===== src/rtl/serial_carry_adder_pkg.sv =====
// Shared types and helpers for serial_carry_adder: FSM state encoding and
// digit-counter width calculation.
package serial_carry_adder_pkg;

   localparam logic [1:0] ST_IDLE = 2'd0;
   localparam logic [1:0] ST_RUN  = 2'd1;
   localparam logic [1:0] ST_DONE = 2'd2;

   typedef enum logic [1:0] {
      IDLE = ST_IDLE,
      RUN  = ST_RUN,
      DONE = ST_DONE
   } state_t;

   // Counter must hold 0..N-1 where N = width/digit, and is never narrower than one bit.
   function automatic int cnt_width(input int width, input int digit);
      int n;
      n = width / digit;
      return ($clog2(n) < 1) ? 1 : $clog2(n);
   endfunction

endpackage


===== src/rtl/serial_carry_adder_carry.sv =====
// carry_digit: combinational DIGIT-bit ripple of full-adder sum/carry cells.
module carry_digit #(
   parameter int DIGIT = 1
) (
   input  logic [DIGIT-1:0] x,
   input  logic [DIGIT-1:0] y,
   input  logic             ci,
   output logic [DIGIT-1:0] s,
   output logic             co
);

   logic [DIGIT:0] c_s;

   // Ripple the carry through DIGIT full-adder cells, LSB first.
   always_comb begin
      c_s    = '0;
      s      = '0;
      c_s[0] = ci;
      for (int i = 0; i < DIGIT; i++) begin
         s[i]     = x[i] ^ y[i] ^ c_s[i];
         c_s[i+1] = (x[i] & y[i]) | (c_s[i] & (x[i] ^ y[i]));
      end
      co = c_s[DIGIT];
   end

endmodule


===== src/rtl/serial_carry_adder.sv =====
// serial_carry_adder: LSB-first multi-cycle adder, DIGIT bits per clock, valid/ready on both sides.
// Optional subtract mode (adds the `sub` port) is enabled by defining SERIAL_CARRY_ADDER_SUB_EN.
module serial_carry_adder
   import serial_carry_adder_pkg::*;
#(
   parameter int WIDTH = 8,
   parameter int DIGIT = 1
) (
   input  logic             clk,
   input  logic             rst_n,
   input  logic             in_valid,
   output logic             in_ready,
   input  logic [WIDTH-1:0] a,
   input  logic [WIDTH-1:0] b,
   input  logic             cin,
`ifdef SERIAL_CARRY_ADDER_SUB_EN
   input  logic             sub,
`endif
   output logic             out_valid,
   input  logic             out_ready,
   output logic [WIDTH-1:0] sum,
   output logic             cout,
   output logic             busy
);

   localparam int N     = WIDTH / DIGIT;
   localparam int CNT_W = cnt_width(WIDTH, DIGIT);
   localparam logic [CNT_W-1:0] LAST_CNT = CNT_W'(N - 1);

   if ((WIDTH < 1) || (DIGIT < 1) || ((WIDTH % DIGIT) != 0)) begin : g_param_check
      $error("serial_carry_adder: WIDTH must be >= 1 and a multiple of DIGIT");
   end

   state_t           state_q, state_d;
   logic [WIDTH-1:0] a_q, a_d;
   logic [WIDTH-1:0] b_q, b_d;
   logic [WIDTH-1:0] sum_q, sum_d;
   logic [CNT_W-1:0] cnt_q, cnt_d;
   logic             carry_q, carry_d;
   logic             cout_q, cout_d;
   logic             sub_q, sub_d;
   logic             in_ready_q, in_ready_d;
   logic             out_valid_q, out_valid_d;
   logic             busy_q, busy_d;
   logic             sub_in_s;
   logic [DIGIT-1:0] dsum_s;
   logic             dco_s;

`ifdef SERIAL_CARRY_ADDER_SUB_EN
   assign sub_in_s = sub;
`else
   assign sub_in_s = 1'b0;
`endif

   carry_digit #(.DIGIT(DIGIT)) u_digit (
      .x  (a_q[DIGIT-1:0]),
      .y  (b_q[DIGIT-1:0]),
      .ci (carry_q),
      .s  (dsum_s),
      .co (dco_s)
   );

   // Next-state and datapath: subtract is folded in at load time (invert b, invert carry-in).
   always_comb begin
      state_d     = state_q;
      a_d         = a_q;
      b_d         = b_q;
      sum_d       = sum_q;
      cnt_d       = cnt_q;
      carry_d     = carry_q;
      cout_d      = cout_q;
      sub_d       = sub_q;
      in_ready_d  = in_ready_q;
      out_valid_d = out_valid_q;
      busy_d      = busy_q;
      case (state_q)
         IDLE: begin
            if (in_valid) begin
               a_d        = a;
               b_d        = sub_in_s ? ~b : b;
               carry_d    = cin ^ sub_in_s;
               sub_d      = sub_in_s;
               cnt_d      = '0;
               state_d    = RUN;
               in_ready_d = 1'b0;
               busy_d     = 1'b1;
            end else begin
               state_d    = IDLE;
            end
         end
         RUN: begin
            a_d     = a_q >> DIGIT;
            b_d     = b_q >> DIGIT;
            carry_d = dco_s;
            sum_d   = (sum_q >> DIGIT) | (WIDTH'(dsum_s) << (WIDTH - DIGIT));
            cnt_d   = cnt_q + CNT_W'(1);
            if (cnt_q == LAST_CNT) begin
               state_d     = DONE;
               out_valid_d = 1'b1;
               cout_d      = dco_s ^ sub_q;
            end else begin
               state_d     = RUN;
            end
         end
         DONE: begin
            if (out_ready) begin
               state_d     = IDLE;
               out_valid_d = 1'b0;
               busy_d      = 1'b0;
               in_ready_d  = 1'b1;
            end else begin
               state_d     = DONE;
            end
         end
         default: begin
            state_d     = IDLE;
            out_valid_d = 1'b0;
            busy_d      = 1'b0;
            in_ready_d  = 1'b1;
         end
      endcase
   end

   // State and output registers with synchronous active-low reset.
   always_ff @(posedge clk) begin
      if (!rst_n) begin
         state_q     <= IDLE;
         a_q         <= '0;
         b_q         <= '0;
         sum_q       <= '0;
         cnt_q       <= '0;
         carry_q     <= 1'b0;
         cout_q      <= 1'b0;
         sub_q       <= 1'b0;
         in_ready_q  <= 1'b1;
         out_valid_q <= 1'b0;
         busy_q      <= 1'b0;
      end else begin
         state_q     <= state_d;
         a_q         <= a_d;
         b_q         <= b_d;
         sum_q       <= sum_d;
         cnt_q       <= cnt_d;
         carry_q     <= carry_d;
         cout_q      <= cout_d;
         sub_q       <= sub_d;
         in_ready_q  <= in_ready_d;
         out_valid_q <= out_valid_d;
         busy_q      <= busy_d;
      end
   end

   assign in_ready  = in_ready_q;
   assign out_valid = out_valid_q;
   assign busy      = busy_q;
   assign sum       = sum_q;
   assign cout      = cout_q;

endmodule


===== config.mk =====
export PLATFORM = sky130hd
export DESIGN_NAME = serial_carry_adder
export DESIGN_NICKNAME = d
export VERILOG_FILES = /design/src/rtl/serial_carry_adder_pkg.sv /design/src/rtl/serial_carry_adder_carry.sv /design/src/rtl/serial_carry_adder.sv
export SDC_FILE = /design/constraint.sdc
export NUM_CORES = 1
export LEC_CHECK = 0
export CAP_MARGIN = 10
export CORE_ASPECT_RATIO = 0.6
export CORE_MARGIN = 3
export CORE_UTILIZATION = 49
export DETAILED_ROUTE_END_ITERATION = 12
export HOLD_SLACK_MARGIN = 0.03
export PLACE_DENSITY = 0.78
export SETUP_SLACK_MARGIN = 0.2
export SKIP_CTS_REPAIR_TIMING = 1
export SYNTH_ARGS = -nofsm -noshare
export SYNTH_HDL_FRONTEND = slang
export SYNTH_SLANG_ARGS = --single-unit

===== constraint.sdc =====
create_clock -name clk -period 1.6 [get_ports clk]
set_clock_uncertainty 0.15 [all_clocks]
set_input_delay 0.32 -clock clk [delete_from_list [all_inputs] [get_ports clk]]
set_output_delay 0.32 -clock clk [all_outputs]
set_load 0.02 [all_outputs]

## Word-level counts from Yosys, hierarchy flattened

Cells that the tools add are included.
W data, S select, Z words.

| cells by class | value |
|---|---|
| reduce and logical (&&, ||, !) cells | 6 |
| equality and inequality tests | 6 |
| muxes and demuxes | 20 |
| add/subtract/negate cells | 1 |
| bitwise logic cells | 8 |

Operators with widths:

| cell | number |
|---|---|
| $pmux W8 S2 | 2 |
| $mux W8 | 2 |
| $pmux W1 S3 | 3 |
| $or A7 B8 Y8 | 1 |
| $mux W1 | 7 |
| $ne A2 B2 Y1 const B | 3 |
| $pmux W2 S3 | 1 |
| $pmux W3 S2 | 1 |
| $reduce_and A3 Y1 | 2 |
| $mux W2 | 2 |
| $reduce_and A2 Y1 | 2 |
| $add A3 B1 Y3 const B | 1 |
| $eq A3 B3 Y1 const B | 1 |
| $mux W3 | 1 |
| $and A1 B1 Y1 | 2 |
| $eq A2 B1 Y1 const B | 1 |
| $eq A2 B2 Y1 const B | 1 |
| $logic_not A2 Y1 | 1 |
| $not A1 Y1 | 2 |
| $pmux W1 S2 | 1 |
| $reduce_bool A2 Y1 | 1 |
| $xor A1 B1 Y1 | 2 |
| $or A1 B1 Y1 | 1 |

| storage, ports and cells | value |
|---|---|
| bits in registers | 34 |
| output and inout bits | 12 |
| bits of input ports | 21 |
| word-level logic and storage cells | 51 |

## Depth between registers and ports, before layout

Gate-level depths: netlist of the first run.

| depth | value |
|---|---|
| word-level depth | 4 |
| mapped depth | 5 |
| depth with buffers taken out | 5 |

## By module

A second synthesis of the first run with hierarchy kept.

| unflattened totals | value |
|---|---|
| cells, all modules | 156 |
| area, all modules | 1,450.1 µm² |

Modules (own cells, without submodules):

| module | area an instance (µm²) | sequential area each (µm²) | cells each | instances |
|---|---|---|---|---|
| serial_carry_adder | 1,430.1 | 680.7 | 155 | 1 |
| carry_digit | 20.0 | 0.0 | 1 | 1 |

## Least setup slack after synthesis of the first run

OpenSTA, ideal clock, no wires.

| path | value |
|---|---|
| path kind | register to register |
| start point | reg state_q[0] |
| end point | reg a_q[0] |
| cell stages (with the launch flop) | 5 |
| path buffers | 1 |
| period minus slack after synthesis | 1,332 ps |
| required time | 1,328 ps |
| library setup time | 122 ps |
| arrival time | 1,060 ps |
| slack | 268 ps |
| cell sequence | dfxtp_1 nor2_1 or3b_4 buf_2 o21ai_1 |

| on the way | value |
|---|---|
| word-level cells in the longest chain between the ends | 3 |
| elaborated cells between the ends (all ways) | 6 |
| those cells by class | eq/ne (2); mux (1); reduce/logical (3) |

Ends and longest elaborated chain:

| item | RTL line | source |
|---|---|---|
| start, declared | serial_carry_adder.sv:34 | `state_t state_q, state_d;` |
| start signal, assigned | serial_carry_adder.sv:139 | `state_q <= state_d;` |
| $eq A2 B1 Y1 or $logic_not A2 Y1 (tied branches) | serial_carry_adder.sv:76 | `case (state_q)` |
| $reduce_bool A2 Y1 (no source line) or $ne A2 B2 Y1 (tied branches) | - |  |
| $reduce_and A2 Y1 (no source line) | - |  |
| end signal, assigned | serial_carry_adder.sv:128 | `a_q <= '0;` |
| end signal, assigned | serial_carry_adder.sv:140 | `a_q <= a_d;` |
| end, declared | serial_carry_adder.sv:35 | `logic [WIDTH-1:0] a_q, a_d;` |

Parallel ways exist; a longest one is shown, timed or not.
A chain may end at the register's enable or synchronous reset.

## Worst setup path in the final report of the first run

| path | value |
|---|---|
| start point | reg state_q[0] |
| end point | reg a_q[1] |

Same word-level chain as after synthesis.

==> reports/metrics.yaml, run 1 <==
ir_drop_mv: 0.637
dp_hpwl_um: 2300
drt_iter0_markers: 52
crit_family: "simple AND/OR/NAND/NOR gates"
hold_violations: 0
wirelength_um: 3350
p_leak_nw: 0.896
min-delay-start: "out_valid$_SDFFE_PN0P_"
required_ns: 1.67
cts_tree: "yes"
syn_area_per_cell_um2: 9.29
hp-class: "reg -> reg"
status: "finished clean"
slew_headroom_pct: 78.2
num_vias: 1258
r2r_end: "a_q[1]$_SDFFE_PN0P_"
grt_usage_pct: 19.1
drive_gt1_share_pct: 14.4
die_y_um: 48.0
grt_pass1_wl_um: 5310
slowest_stage: "or3b_2"
final_cell_mix: "dfxtp_1 (32), nand2_1 (25), clkdlybuf4s50_1 (18), mux2i_1 (17), o211ai_1 (15)"
synth-xor-area-share_pct: 0
ioPinCount: 33
synthesis.area_mm2: 0.00144
finalCritPeriodShare_pct: 89.3
fmax_ghz: 0.700
setup-tns-final_ns: 0
path_class: "reg -> reg"
antenna_found_initial: 0
critPathLaunchType: "register"
power_density_mw_per_mm2: 969
cts_buffers: 5
synth.net_count: 179
rsz0062_at_grt: "yes"
cts_max_level: 2
max-cap-violations: 0
grt_start_max_net_pins: 40
coreArea_mm2: 0.00265
initial_core_util_pct: 54.4
cts.sinks: 34
worstSetupEndpointType: "register"
synth_adder_area_share_pct: 3.13
die_area_mm2: 0.00365
synth_top_family_by_area: "compound AO/OA/AOI/OAI gates"
wl_per_cell_um: 14.3
path_max_fanout: 7
io_buffers: 32
arrival_ns: 1.50
drc_errors: 0
seq_area_frac_synth_pct: 47.3
regArea_um2: 683
cpPeakStageDelay_ns: 0.57
fin_ws_ns: 0.172
clock_latency_ns: 0.29
post-place-ws_ns: -0.189
final_common_cell: "dfxtp_1"
worst_pin_slew_ns: 0.328
worstPathBufferInverterCount: 0
fin_crit_ns: 1.43
antenna_cells: 0
root_buffer: "clkbuf_8"
row_count: 14
setup_viol: 0
synthMuxAreaShare_pct: 11.8
reg2reg_depth: 3
first_pass_iters: 4
maxSlewViolCount: 0
ant_nets: 0
cts.path.max_buffers: 2
area_delta_synth_final_pct: 37.1
hold_depth: 2
yosys_warnings: 0
routed_via_density: 5.38
grt_pass1_vias: 1162
nets: 217
path_cells: "nor2_2 > or3b_2 > o21ai_1"
synth-compound-area-share_pct: 21.4
synthCells: 155
synthDistinctLibCells: 20
fill_cells: 198
gp_congestion: 0.789
worst-r2r-setup-slack_ns: 0.17
synthSimpleGateAreaFrac_pct: 12.3
ys_seq_elements: 34
multi_input_area_um2: 717
dieWidth_um: 76.0
cts.reportedPaths.clkPinSlew_ns: 0.07
overflow: 0
holdPathEnd: "out_valid$_SDFFE_PN0P_"
rr_startpoint: "state_q[0]$_SDFF_PN0_"
power by group:
group	internal, mW	switching (mW)	leakage (nW)	total [mW]
clock	0.458	0.304	0.0579	0.762
sequential	0.891	0.0280	0.279	0.919
combinational	0.121	0.111	0.559	0.232
kinds of logic after synthesis:
kind of cell | Yosys count
multiplexers | 17
AND/OR/NAND/NOR | 39
AO/OA/AOI/OAI | 49
adder cells (fa/ha/maj) | 3
buffers and inverters | 13
flip-flops | 34
flip-flops by register name (all words and copies together) (netlist names):
name       flops
cnt_q          3
state_q        2
out_valid      1
cout           1
busy           1
in_ready       1
sum            8
carry_q        1
b_q            8
a_q            8
layer usage:
layer  track usage [%]  part of all wire [%]
met5                 0                     0
met4              8.66                   1.3
met3              6.39                   5.4
met2              31.7                    45
met1              23.5                    49
synth_stat cells:
cell type   n  area share [%]
dfxtp_1    34              47
nand2_1    25             6.5
mux2i_1    17              12
o211ai_1   15             7.8
o21ai_0    12             4.2
a21boi_0   10             5.2
o21ai_1    10             3.5
buf_2       6             2.1
clkbuf_1    5             1.3
nand3_1     4             1.4
nor2_1      3            0.78
nor2b_1     3             1.3
a21oi_1     2            0.70
ha_1        2             1.7
nor3b_1     2             1.0
buf_4       1            0.52
fa_1        1             1.4
inv_1       1            0.26
nand2b_1    1            0.43
or3b_4      1            0.78
per-stage QoR:
| step | utilization, % | total power [mW] | instances | hold WS, ns | cell area (µm²) |
|---|---|---|---|---|---|
| after floorplan | - | 1.06 | 155 | 0.278 | 1440 |
| after global placement | 69.2 | 1.15 | 225 | 0.293 | 1830 |
| after detailed placement | 69.2 | 1.16 | 225 | 0.305 | 1830 |
| after CTS | 73.3 | 1.93 | 233 | 0.314 | 1940 |
| after global routing | 74.6 | 2.00 | 234 | 0.334 | 1970 |
| final | 74.6 | 1.91 | 234 | 0.308 | 1970 |
cell type report:
type,count,area share (%)
Clock buffer,5,3.49
Inverter,1,0.190
Clock inverter,3,2.03
Tap cell,40,2.53
Multi-Input combinational cell,109,36.3
Timing Repair Buffer,42,20.8
Sequential cell,34,34.6
how the worst max path moves through the flow:
stage,start,to,slack (ns),cells past startpoint
2_1_floorplan,state_q[0]$_SDFF_PN0_,a_q[0]$_SDFFE_PN0P_,0.27,4
3_3_place_gp,in_valid,b_q[1]$_SDFFE_PN0P_,-0.13,4
3_5_place_dp,in_valid,b_q[1]$_SDFFE_PN0P_,-0.19,4
4_1_cts,sum[3]$_SDFFE_PN0N_,sum[3],-0.18,1
5_1_grt,state_q[0]$_SDFF_PN0_,a_q[1]$_SDFFE_PN0P_,0.11,3
6_report,state_q[0]$_SDFF_PN0_,a_q[1]$_SDFFE_PN0P_,0.17,3
worst min-delay path, delay by kind of cell, from the launching register on:
family / cells / cell delay (ns)
compound gates: 1 / 0.06
simple gates: 1 / 0.04
flops: 1 / 0.30
No activity file was read; power rests on OpenSTA's default activity.
==> run 2: changes to the inputs <==
Settings changed: HOLD_SLACK_MARGIN 0.03 to default.
==> results of run 2 <==
Same layout as run 1: the final DEF is identical, and so are final timing and power.
==> run 3: changes to the inputs <==
Settings changed: SLEW_MARGIN from default to 40.
==> results of run 3 <==
Same layout as run 1: the final DEF is identical, and so are final timing and power.
